<file path="config.mk">
export PLATFORM = sky130hd
export DESIGN_NAME = xtea_block_sequencer_flat
export DESIGN_NICKNAME = d
export VERILOG_FILES = /design/src/rtl/xtea_block_sequencer_if.sv /design/src/rtl/xtea_block_sequencer.sv /design/src/flat_wrapper.sv
export SDC_FILE = /design/constraint.sdc
export NUM_CORES = 1
export LEC_CHECK = 0
export CAP_MARGIN = 20
export CELL_PAD_IN_SITES_DETAIL_PLACEMENT = 2
export CELL_PAD_IN_SITES_GLOBAL_PLACEMENT = 2
export CORE_ASPECT_RATIO = 1.25
export CORE_MARGIN = 2
export CORE_UTILIZATION = 29
export DETAILED_ROUTE_END_ITERATION = 12
export GPL_TIMING_DRIVEN = 0
export PLACE_DENSITY_LB_ADDON = 0.1
export SLEW_MARGIN = 20
export SYNTH_ARGS = -nofsm -noshare
export SYNTH_HDL_FRONTEND = slang
export SYNTH_SLANG_ARGS = --single-unit
</file>
<file path="constraint.sdc">
create_clock -name clk -period 12.24 [get_ports clk]
set_input_delay 1.836 -clock clk [delete_from_list [all_inputs] [get_ports clk]]
set_output_delay 1.836 -clock clk [all_outputs]
set_load 0.05 [all_outputs]
</file>
<file path="src/rtl/xtea_block_sequencer_if.sv">
// Bundle of command, status, memory and core signals around xtea_block_sequencer.
// master = the sequencer itself; slave = controller glue, memories and core.
interface xtea_block_sequencer_if #(
  parameter int ADDR_W = 8,
  parameter int CNT_W  = 8
);
  logic              cmd_start;
  logic              cmd_decrypt;
  logic              cmd_cbc;
  logic [63:0]       cmd_iv;
  logic [ADDR_W-1:0] key_base;
  logic [ADDR_W-1:0] src_base;
  logic [ADDR_W-1:0] dst_base;
  logic [CNT_W-1:0]  num_blocks;
  logic              busy;
  logic              done;
  logic [CNT_W-1:0]  blocks_done;
  logic [ADDR_W-1:0] key_addr;
  logic [7:0]        key_rdata;
  logic [ADDR_W-1:0] src_addr;
  logic [7:0]        src_rdata;
  logic [ADDR_W-1:0] dst_addr;
  logic [7:0]        dst_wdata;
  logic              dst_we;
  logic              xt_start;
  logic              xt_decrypt;
  logic [127:0]      xt_key;
  logic [63:0]       xt_data_in;
  logic [63:0]       xt_data_out;
  logic              xt_ready;

  modport master (
    input  cmd_start, cmd_decrypt, cmd_cbc, cmd_iv, key_base, src_base, dst_base, num_blocks,
    output busy, done, blocks_done,
    output key_addr, input key_rdata,
    output src_addr, input src_rdata,
    output dst_addr, dst_wdata, dst_we,
    output xt_start, xt_decrypt, xt_key, xt_data_in,
    input  xt_data_out, xt_ready
  );

  modport slave (
    output cmd_start, cmd_decrypt, cmd_cbc, cmd_iv, key_base, src_base, dst_base, num_blocks,
    input  busy, done, blocks_done,
    input  key_addr, output key_rdata,
    input  src_addr, output src_rdata,
    input  dst_addr, dst_wdata, dst_we,
    input  xt_start, xt_decrypt, xt_key, xt_data_in,
    output xt_data_out, xt_ready
  );
endinterface

</file>
<file path="src/rtl/xtea_block_sequencer.sv">
// Bulk XTEA job sequencer: key load, per-block read / core kick / write-back.
// Optional CBC chaining is compiled in with XTEA_SEQ_CBC_EN.
module xtea_block_sequencer #(
  parameter int ADDR_W = 8,
  parameter int CNT_W  = 8
) (
  input logic clk,
  input logic rst,
  xtea_block_sequencer_if.master bus
);
  typedef enum logic [2:0] {IDLE, KEY_RD, DAT_RD, KICK, WAIT, WR, DONE} state_t;

  state_t            state_q, state_d;
  logic [4:0]        cnt_q, cnt_d;
  logic [ADDR_W-1:0] key_base_q, key_base_d;
  logic [ADDR_W-1:0] src_base_q, src_base_d;
  logic [ADDR_W-1:0] dst_base_q, dst_base_d;
  logic [ADDR_W-1:0] off_q, off_d;
  logic [CNT_W-1:0]  num_q, num_d;
  logic [CNT_W-1:0]  blocks_done_q, blocks_done_d;
  logic              decrypt_q, decrypt_d;
  logic [127:0]      key_q, key_d;
  logic [55:0]       blk_q, blk_d;
  logic [63:0]       din_q, din_d;
  logic [63:0]       res_q, res_d;
`ifdef XTEA_SEQ_CBC_EN
  logic              cbc_q, cbc_d;
  logic [63:0]       prev_q, prev_d;
`endif

  // Read data lags the address by one cycle, so byte (cnt-1) lands each cycle.
  logic [3:0] key_idx;
  logic [2:0] dat_idx;
  assign key_idx = cnt_q[3:0] - 4'd1;
  assign dat_idx = cnt_q[2:0] - 3'd1;

  assign bus.busy        = (state_q != IDLE);
  assign bus.done        = (state_q == DONE);
  assign bus.blocks_done = blocks_done_q;
  assign bus.xt_start    = (state_q == KICK);
  assign bus.xt_decrypt  = decrypt_q;
  assign bus.xt_key      = key_q;
  assign bus.xt_data_in  = din_q;

  always_comb begin
    state_d       = state_q;
    cnt_d         = cnt_q;
    key_base_d    = key_base_q;
    src_base_d    = src_base_q;
    dst_base_d    = dst_base_q;
    off_d         = off_q;
    num_d         = num_q;
    blocks_done_d = blocks_done_q;
    decrypt_d     = decrypt_q;
    key_d         = key_q;
    blk_d         = blk_q;
    din_d         = din_q;
    res_d         = res_q;
`ifdef XTEA_SEQ_CBC_EN
    cbc_d         = cbc_q;
    prev_d        = prev_q;
`endif
    bus.key_addr  = '0;
    bus.src_addr  = '0;
    bus.dst_addr  = '0;
    bus.dst_wdata = '0;
    bus.dst_we    = 1'b0;

    case (state_q)
      IDLE: begin
        if (bus.cmd_start) begin
          decrypt_d     = bus.cmd_decrypt;
          key_base_d    = bus.key_base;
          src_base_d    = bus.src_base;
          dst_base_d    = bus.dst_base;
          num_d         = bus.num_blocks;
          blocks_done_d = '0;
          off_d         = '0;
          cnt_d         = '0;
`ifdef XTEA_SEQ_CBC_EN
          cbc_d         = bus.cmd_cbc;
          prev_d        = bus.cmd_iv;
`endif
          state_d       = (bus.num_blocks == '0) ? DONE : KEY_RD;
        end
      end
      KEY_RD: begin
        if (!cnt_q[4]) bus.key_addr = key_base_q + ADDR_W'(cnt_q);
        if (cnt_q != 5'd0) key_d[{key_idx, 3'b000} +: 8] = bus.key_rdata;
        if (cnt_q == 5'd16) begin
          cnt_d   = '0;
          state_d = DAT_RD;
        end else begin
          cnt_d = cnt_q + 5'd1;
        end
      end
      DAT_RD: begin
        if (!cnt_q[3]) bus.src_addr = src_base_q + off_q + ADDR_W'(cnt_q);
        if (cnt_q == 5'd8) begin
          din_d = {bus.src_rdata, blk_q};
`ifdef XTEA_SEQ_CBC_EN
          if (cbc_q && !decrypt_q) din_d = {bus.src_rdata, blk_q} ^ prev_q;
`endif
          cnt_d   = '0;
          state_d = KICK;
        end else begin
          if (cnt_q != 5'd0) blk_d[{dat_idx, 3'b000} +: 8] = bus.src_rdata;
          cnt_d = cnt_q + 5'd1;
        end
      end
      KICK: begin
        cnt_d   = '0;
        state_d = WAIT;
      end
      WAIT: begin
        // First WAIT cycle may still see ready from the previous operation.
        if (cnt_q == 5'd0) begin
          cnt_d = 5'd1;
        end else if (bus.xt_ready) begin
          res_d = bus.xt_data_out;
`ifdef XTEA_SEQ_CBC_EN
          if (cbc_q && decrypt_q) begin
            res_d  = bus.xt_data_out ^ prev_q;
            prev_d = din_q;
          end else if (cbc_q) begin
            prev_d = bus.xt_data_out;
          end
`endif
          cnt_d   = '0;
          state_d = WR;
        end
      end
      WR: begin
        bus.dst_we    = 1'b1;
        bus.dst_addr  = dst_base_q + off_q + ADDR_W'(cnt_q);
        bus.dst_wdata = res_q[{cnt_q[2:0], 3'b000} +: 8];
        if (cnt_q == 5'd7) begin
          blocks_done_d = blocks_done_q + 1'b1;
          cnt_d         = '0;
          if (blocks_done_d == num_q) begin
            state_d = DONE;
          end else begin
            off_d   = off_q + ADDR_W'(8);
            state_d = DAT_RD;
          end
        end else begin
          cnt_d = cnt_q + 5'd1;
        end
      end
      DONE: state_d = IDLE;
      default: state_d = IDLE;
    endcase
  end

  always_ff @(posedge clk or posedge rst) begin
    if (rst) begin
      state_q       <= IDLE;
      cnt_q         <= '0;
      key_base_q    <= '0;
      src_base_q    <= '0;
      dst_base_q    <= '0;
      off_q         <= '0;
      num_q         <= '0;
      blocks_done_q <= '0;
      decrypt_q     <= 1'b0;
      key_q         <= '0;
      blk_q         <= '0;
      din_q         <= '0;
      res_q         <= '0;
`ifdef XTEA_SEQ_CBC_EN
      cbc_q         <= 1'b0;
      prev_q        <= '0;
`endif
    end else begin
      state_q       <= state_d;
      cnt_q         <= cnt_d;
      key_base_q    <= key_base_d;
      src_base_q    <= src_base_d;
      dst_base_q    <= dst_base_d;
      off_q         <= off_d;
      num_q         <= num_d;
      blocks_done_q <= blocks_done_d;
      decrypt_q     <= decrypt_d;
      key_q         <= key_d;
      blk_q         <= blk_d;
      din_q         <= din_d;
      res_q         <= res_d;
`ifdef XTEA_SEQ_CBC_EN
      cbc_q         <= cbc_d;
      prev_q        <= prev_d;
`endif
    end
  end
endmodule
</file>
<file path="src/flat_wrapper.sv">
// flat-port wrapper written by rule: the top's interface ports become plain ports
module xtea_block_sequencer_flat 
#(
  parameter int ADDR_W = 8,
  parameter int CNT_W  = 8
)
  (clk, rst, bus_cmd_start, bus_cmd_decrypt, bus_cmd_cbc, bus_cmd_iv, bus_key_base, bus_src_base, bus_dst_base, bus_num_blocks, bus_busy, bus_done, bus_blocks_done, bus_key_addr, bus_key_rdata, bus_src_addr, bus_src_rdata, bus_dst_addr, bus_dst_wdata, bus_dst_we, bus_xt_start, bus_xt_decrypt, bus_xt_key, bus_xt_data_in, bus_xt_data_out, bus_xt_ready);
  xtea_block_sequencer_if #(.ADDR_W(ADDR_W), .CNT_W(CNT_W)) bus_i ();
  input logic clk;
  input logic rst;
  input wire logic [$bits(bus_i.cmd_start)-1:0] bus_cmd_start;
  input wire logic [$bits(bus_i.cmd_decrypt)-1:0] bus_cmd_decrypt;
  input wire logic [$bits(bus_i.cmd_cbc)-1:0] bus_cmd_cbc;
  input wire logic [$bits(bus_i.cmd_iv)-1:0] bus_cmd_iv;
  input wire logic [$bits(bus_i.key_base)-1:0] bus_key_base;
  input wire logic [$bits(bus_i.src_base)-1:0] bus_src_base;
  input wire logic [$bits(bus_i.dst_base)-1:0] bus_dst_base;
  input wire logic [$bits(bus_i.num_blocks)-1:0] bus_num_blocks;
  output wire logic [$bits(bus_i.busy)-1:0] bus_busy;
  output wire logic [$bits(bus_i.done)-1:0] bus_done;
  output wire logic [$bits(bus_i.blocks_done)-1:0] bus_blocks_done;
  output wire logic [$bits(bus_i.key_addr)-1:0] bus_key_addr;
  input wire logic [$bits(bus_i.key_rdata)-1:0] bus_key_rdata;
  output wire logic [$bits(bus_i.src_addr)-1:0] bus_src_addr;
  input wire logic [$bits(bus_i.src_rdata)-1:0] bus_src_rdata;
  output wire logic [$bits(bus_i.dst_addr)-1:0] bus_dst_addr;
  output wire logic [$bits(bus_i.dst_wdata)-1:0] bus_dst_wdata;
  output wire logic [$bits(bus_i.dst_we)-1:0] bus_dst_we;
  output wire logic [$bits(bus_i.xt_start)-1:0] bus_xt_start;
  output wire logic [$bits(bus_i.xt_decrypt)-1:0] bus_xt_decrypt;
  output wire logic [$bits(bus_i.xt_key)-1:0] bus_xt_key;
  output wire logic [$bits(bus_i.xt_data_in)-1:0] bus_xt_data_in;
  input wire logic [$bits(bus_i.xt_data_out)-1:0] bus_xt_data_out;
  input wire logic [$bits(bus_i.xt_ready)-1:0] bus_xt_ready;
  assign bus_i.cmd_start = bus_cmd_start;
  assign bus_i.cmd_decrypt = bus_cmd_decrypt;
  assign bus_i.cmd_cbc = bus_cmd_cbc;
  assign bus_i.cmd_iv = bus_cmd_iv;
  assign bus_i.key_base = bus_key_base;
  assign bus_i.src_base = bus_src_base;
  assign bus_i.dst_base = bus_dst_base;
  assign bus_i.num_blocks = bus_num_blocks;
  assign bus_busy = bus_i.busy;
  assign bus_done = bus_i.done;
  assign bus_blocks_done = bus_i.blocks_done;
  assign bus_key_addr = bus_i.key_addr;
  assign bus_i.key_rdata = bus_key_rdata;
  assign bus_src_addr = bus_i.src_addr;
  assign bus_i.src_rdata = bus_src_rdata;
  assign bus_dst_addr = bus_i.dst_addr;
  assign bus_dst_wdata = bus_i.dst_wdata;
  assign bus_dst_we = bus_i.dst_we;
  assign bus_xt_start = bus_i.xt_start;
  assign bus_xt_decrypt = bus_i.xt_decrypt;
  assign bus_xt_key = bus_i.xt_key;
  assign bus_xt_data_in = bus_i.xt_data_in;
  assign bus_i.xt_data_out = bus_xt_data_out;
  assign bus_i.xt_ready = bus_xt_ready;
  xtea_block_sequencer #(.ADDR_W(ADDR_W), .CNT_W(CNT_W)) u_core (.clk(clk), .rst(rst), .bus(bus_i));
endmodule
</file>
# ---- Word-level counts from Yosys, hierarchy flattened
# Index checks and enable logic that the tools add are counted.
dict set report totals {
  reg_bits 369
  latchBits 0
  ramBits 0
  rom_bits 0
  out_inout_bits 237
  word_cells 97
  n_memories 0
}
dict set report op_classes {
  n_addsub 12
  n_mul 0
  div 0
  order_cmp 0
  eq_ne 18
  shifts 5
  mux 31
  n_bitwise 2
  n_reduce_logical 16
}
# operator count
set ops {}
lappend ops {{128-bit bitwise mux} 1}
lappend ops {{8-bit by 9-bit variable shift with 128-bit output, first input constant} 1}
lappend ops {{8-bit by 9-bit variable part select with 128-bit output} 1}
lappend ops {{8-bit two-way mux} 10}
lappend ops {{64-bit by 7-bit variable part select with 8-bit output} 1}
lappend ops {{56-bit bitwise mux} 1}
lappend ops {{8-bit by 8-bit variable shift with 56-bit output, first input constant} 1}
lappend ops {{8-bit by 8-bit variable part select with 56-bit output} 1}
lappend ops {{8-bit case mux with 2 select lines} 2}
lappend ops {{5-bit two-way mux} 6}
lappend ops {{5-bit case mux with 6 select lines} 1}
lappend ops {{8-bit by 5-bit adder with 8-bit output} 3}
lappend ops {{3-bit two-way mux} 8}
lappend ops {{3-bit case mux with 6 select lines} 1}
lappend ops {{8-bit adder} 2}
lappend ops {{3-bit AND reduction} 4}
lappend ops {{3-bit equality test, second input constant} 3}
lappend ops {{7-bit negator with 9-bit output} 1}
lappend ops {{8-bit by 1-bit adder with 8-bit output, second input constant} 1}
lappend ops {{8-bit by 4-bit adder with 8-bit output, second input constant} 1}
lappend ops {{8-bit equality test} 1}
lappend ops {{8-bit zero test} 1}
lappend ops {{2-bit != test, second input constant} 4}
lappend ops {{6-bit negator with 8-bit output} 1}
lappend ops {{other kinds (21)} 27}

# ---- Logic depth before layout (Yosys ltp)
dict set report logic_depth {
  depth_word 5
  ltp_mapped 13
  depth_no_buf 10
}

# ---- Least setup slack after synthesis
# OpenSTA, ideal clock, no wires.
dict set report synth_path {
  path_kind {register -> output}
  from {register u_core.cnt_q[1]}
  to {output port bus_dst_addr[7]}
  t_arrival_ns 3.133
  setup_slack_ns 7.271
  stages_incl_launch_ff 11
  n_path_buf 0
  path_cell_list {dfrtp_1 -> ha_1 -> ha_1 -> inv_1 -> fa_1 -> nor2b_1 -> o21ai_0 -> a21oi_1 -> o21a_1 -> nor3_1 -> nor3b_1}
}
dict set report synth_between {
  elab_chain_cells 2
}
# element line
set synth_lines {}
lappend synth_lines {{start: declaration} xtea_block_sequencer.sv:14} ;# logic [4:0] cnt_q, cnt_d;
lappend synth_lines {{start signal: assignment} xtea_block_sequencer.sv:176} ;# cnt_q <= cnt_d;
lappend synth_lines {{8-bit by 5-bit adder with 8-bit output} xtea_block_sequencer.sv:135} ;# bus.dst_addr = dst_base_q + off_q + ADDR_W'(cnt_q);
lappend synth_lines {{8-bit two-way mux} xtea_block_sequencer.sv:69} ;# case (state_q)
lappend synth_lines {{end: declaration} flat_wrapper.sv:26} ;# output wire logic [$bits(bus_i.dst_addr)-1:0] bus_dst_addr;
# Every way passes these cells.

# ---- Worst setup path after layout
# Same ends and word-level chain as after synthesis.

==> flow_metrics.env <==
export IMPL_dieArea_sq_um=58700
export IMPL_dieWidth_um=217
export IMPL_routedWlPerCell_um=22.5
export IMPL_crit_required_ns=10.40
export IMPL_cts_setup_buffers=0
export IMPL_port_buffers=353
export IMPL_grt_max_degree=99
export IMPL_timing_final_crit_share_pct=48.9
export IMPL_cts_sinks=366
export IMPL_worst_slew_pin_slew_ns=1.12
export IMPL_slew_headroom_pct=25.2
export IMPL_yosysUniqueCellTypes=60
export IMPL_setup_viol=0
export IMPL_drive_above_1_share_pct=20.1
export IMPL_die_h_um=270
export IMPL_final_nets=1959
export IMPL_synthArstFlopShare_pct=100
export IMPL_drc_errors=0
export IMPL_postPlaceCellArea_sq_um=21000
export IMPL_gp_congestion=0.740
export IMPL_switching_power_mw=2.58
export IMPL_startpoint_type="flop"
export IMPL_critPathMaxFanout=11
export IMPL_globalRouteTotalUtil_pct=19.6
export IMPL_antenna_found_initial=4
export IMPL_synth_top_flop_cell="dfrtp_1"
export IMPL_fp_coreArea_sq_um=56100
export IMPL_dr_pass1_iters=4
export IMPL_finClkSkew_ns=0.0157
export IMPL_hold_viol=0
export IMPL_whs_ns=0.484
export IMPL_dp_slack_ns=6.45
export IMPL_critPathMaxStageDelay_ns=0.87
export IMPL_num_io_pins=419
export IMPL_synth_largest_area_cell="dfrtp_1"
export IMPL_cts_resized=0
export IMPL_yosysMostFrequentCell="dfrtp_1"
export IMPL_antenna_left=0
export IMPL_path_cells="ha_1, ha_1, inv_1, fa_1, nor2b_1, o21ai_0, a21oi_1, o21a_1, nor3_1, nor3b_1, clkdlybuf4s50_1"
export IMPL_clkPwrFrac_pct=21.2
export IMPL_report_power_total_mw=5.98
export IMPL_via_per_inst=4.78
export IMPL_swShare_pct=43.2
export IMPL_cts_tree="done"
export IMPL_rsz0062_at_grt="no"
export IMPL_fp_row_count=97
export IMPL_cts_root_buf="clkbuf_16"
export IMPL_grt_ovfl_total=0
export IMPL_initial_utilization_pct=29.4
export IMPL_via_count=11951
export IMPL_final_min_clock_period_ns=5.98
export IMPL_area_growth_pct=36.0
export IMPL_syn_area_sq_um=16500
export IMPL_p_int_mw=3.40
export IMPL_synth_top_area_share_pct=55.6
export IMPL_ys_ff_latch=366
export IMPL_setup_ws_ns=6.26
export IMPL_post_route_util_pct=39.9
export IMPL_ys_top_cells_by_count="366 x dfrtp_1, 237 x mux2_2, 192 x nand2_1"
export IMPL_critPathCaptureType="output pin"
export IMPL_avgSynthCellArea_sq_um=12.3
export IMPL_crit_buf_inv=2
export IMPL_cts_buffers=43
export IMPL_drt_iter0_markers=434
export IMPL_comb_power_share_pct=47.4
export IMPL_critPathTopFamily="adder cells"
export IMPL_crit_arrival_ns=4.15
export IMPL_p_leak_nw=10.2
export IMPL_syn_instance_count=1333
export IMPL_cts_path_max_buffers=3
export IMPL_yosysSeqAreaShare_pct=55.6
export IMPL_drv_cap=0
export IMPL_finalInstanceArea_sq_um=22400
export IMPL_outcome="complete, no violations"
export IMPL_power_density_nw_per_um2=267
export IMPL_yosys_top_cells_area="dfrtp_1 56%, mux2_2 16%, nand2_1 4.4%"
export IMPL_max_freq_mhz=167
export IMPL_critPathKind="flop to output pin"
export IMPL_dp_hpwl_um=41300
export IMPL_clk_pin_slew_ns=0.06
export IMPL_first_global_vias=13791
export IMPL_yosysWarnings=0
export IMPL_worstSkewPairLatency_ns=0.57
export IMPL_ir_worst_vdd_mv=0.149
export IMPL_seq_power_share_pct=31.4
export IMPL_crit_slowest_cell="clkdlybuf4s50_1"
export IMPL_grt_first_pass_wirelength_um=87600
export IMPL_syn_nets=1558
export IMPL_drt_wl_total_um=56400
export IMPL_hp_class="flop to flop"
export IMPL_htreeDepth=2
export IMPL_crit_top_cell="ha_1"
export IMPL_slew_viol_final=0
export IMPL_holdBufCountCts=0
export IMPL_synth_edf_count=0
## cell families after synthesis
logic type      after synthesis  share of synthesized area [%]
simple gates                382                           11.4
flops                       366                           55.6
mux                         290                           20.8
compound gates              134                           4.89
buf+inv                      94                           2.30
fa+ha+maj                    43                           3.59
xor+xnor                     24                           1.37
## cell usage in the layout, fill, tap and decap left out, types with 12 or more instances in the layout
cell,instances
dfrtp_1,366
clkdlybuf4s50_1,353
mux2_2,237
nand2_1,192
o21ai_0,77
clkbuf_1,48
clkbuf_16,44
nor2_1,39
and2_1,38
ha_1,36
inv_1,32
mux2_1,24
nand3_1,21
a21oi_1,18
mux4_2,16
buf_2,14
and3_1,13
mux2i_1,13
nor2b_1,12
## worst min-delay path: cells and delay by family (launching register included)
| kind | cells | cell delay, ns |
|---|---|---|
| flops | 1 | 0.34 |
| compound gates | 1 | 0.06 |
| simple gates | 1 | 0.05 |
## per-stage QoR
stage                TNS, ns  instances
global route               0       2501
floorplan                  0       1333
finish                     0       2502
detailed placement         0       2431
global placement    -1860.35       2428
CTS                        0       2501
## power groups by stage
stage	sequential [mW]	combinational [mW]	clock [mW]
2_1_floorplan	2.49	1.23	0
3_3_place_gp	1.89	2.82	0
3_5_place_dp	1.90	2.87	0
4_1_cts	1.89	2.89	1.31
5_1_grt	1.94	3.05	1.36
6_report	1.88	2.83	1.27
## layer usage
metal	vias up	wire [um]	global-route usage, %
met2	254	29300	35.2
li1	5413	-	-
met4	4	1340	5.06
met3	80	3110	4.95
met5	-	27	0
met1	6200	22600	23.1
## registers in the layout (all words and copies together) (netlist names)
name / flops
u_core.blk_q: 56
u_core.bus.blocks_done: 8
u_core.bus.xt_data_in: 64
u_core.bus.xt_decrypt: 1
u_core.bus.xt_key: 128
u_core.cnt_q: 5
u_core.dst_base_q: 8
u_core.key_base_q: 8
u_core.num_q: 8
u_core.off_q: 5
u_core.res_q: 64
u_core.src_base_q: 8
u_core.state_q: 3
## final timing paths
path / start / endpoint / slack, ns / cells after the start
max: u_core.cnt_q[1]$_DFFE_PP0P_ / bus_dst_addr[7] / 6.26 / 11
min: u_core.blk_q[29]$_DFFE_PP0P_ / u_core.blk_q[29]$_DFFE_PP0P_ / 0.48 / 2
max reg2reg: u_core.cnt_q[1]$_DFFE_PP0P_ / u_core.bus.xt_key[81]$_DFFE_PP0P_ / 6.56 / 12
min reg2reg: u_core.blk_q[29]$_DFFE_PP0P_ / u_core.blk_q[29]$_DFFE_PP0P_ / 0.48 / 2
max in group asynchronous: rst / u_core.bus.xt_key[46]$_DFFE_PP0P_ / 9.03 / 4
min in group asynchronous: rst / u_core.num_q[5]$_DFFE_PP0P_ / 1.76 / 2
## cell type report
class                   instances  area [sq um]
well taps                     742           928
diodes                          1          2.50
flip-flops and latches        366          9160
clock buffers                  62          1250
repair buffers                356          3620
plain buffers                  61           255
fillers                      5815         33700
clock inverters                 8           111
inverters                      33           131
multi-input cells             873          6940
Note: power is estimated with default switching activity, not from simulation.
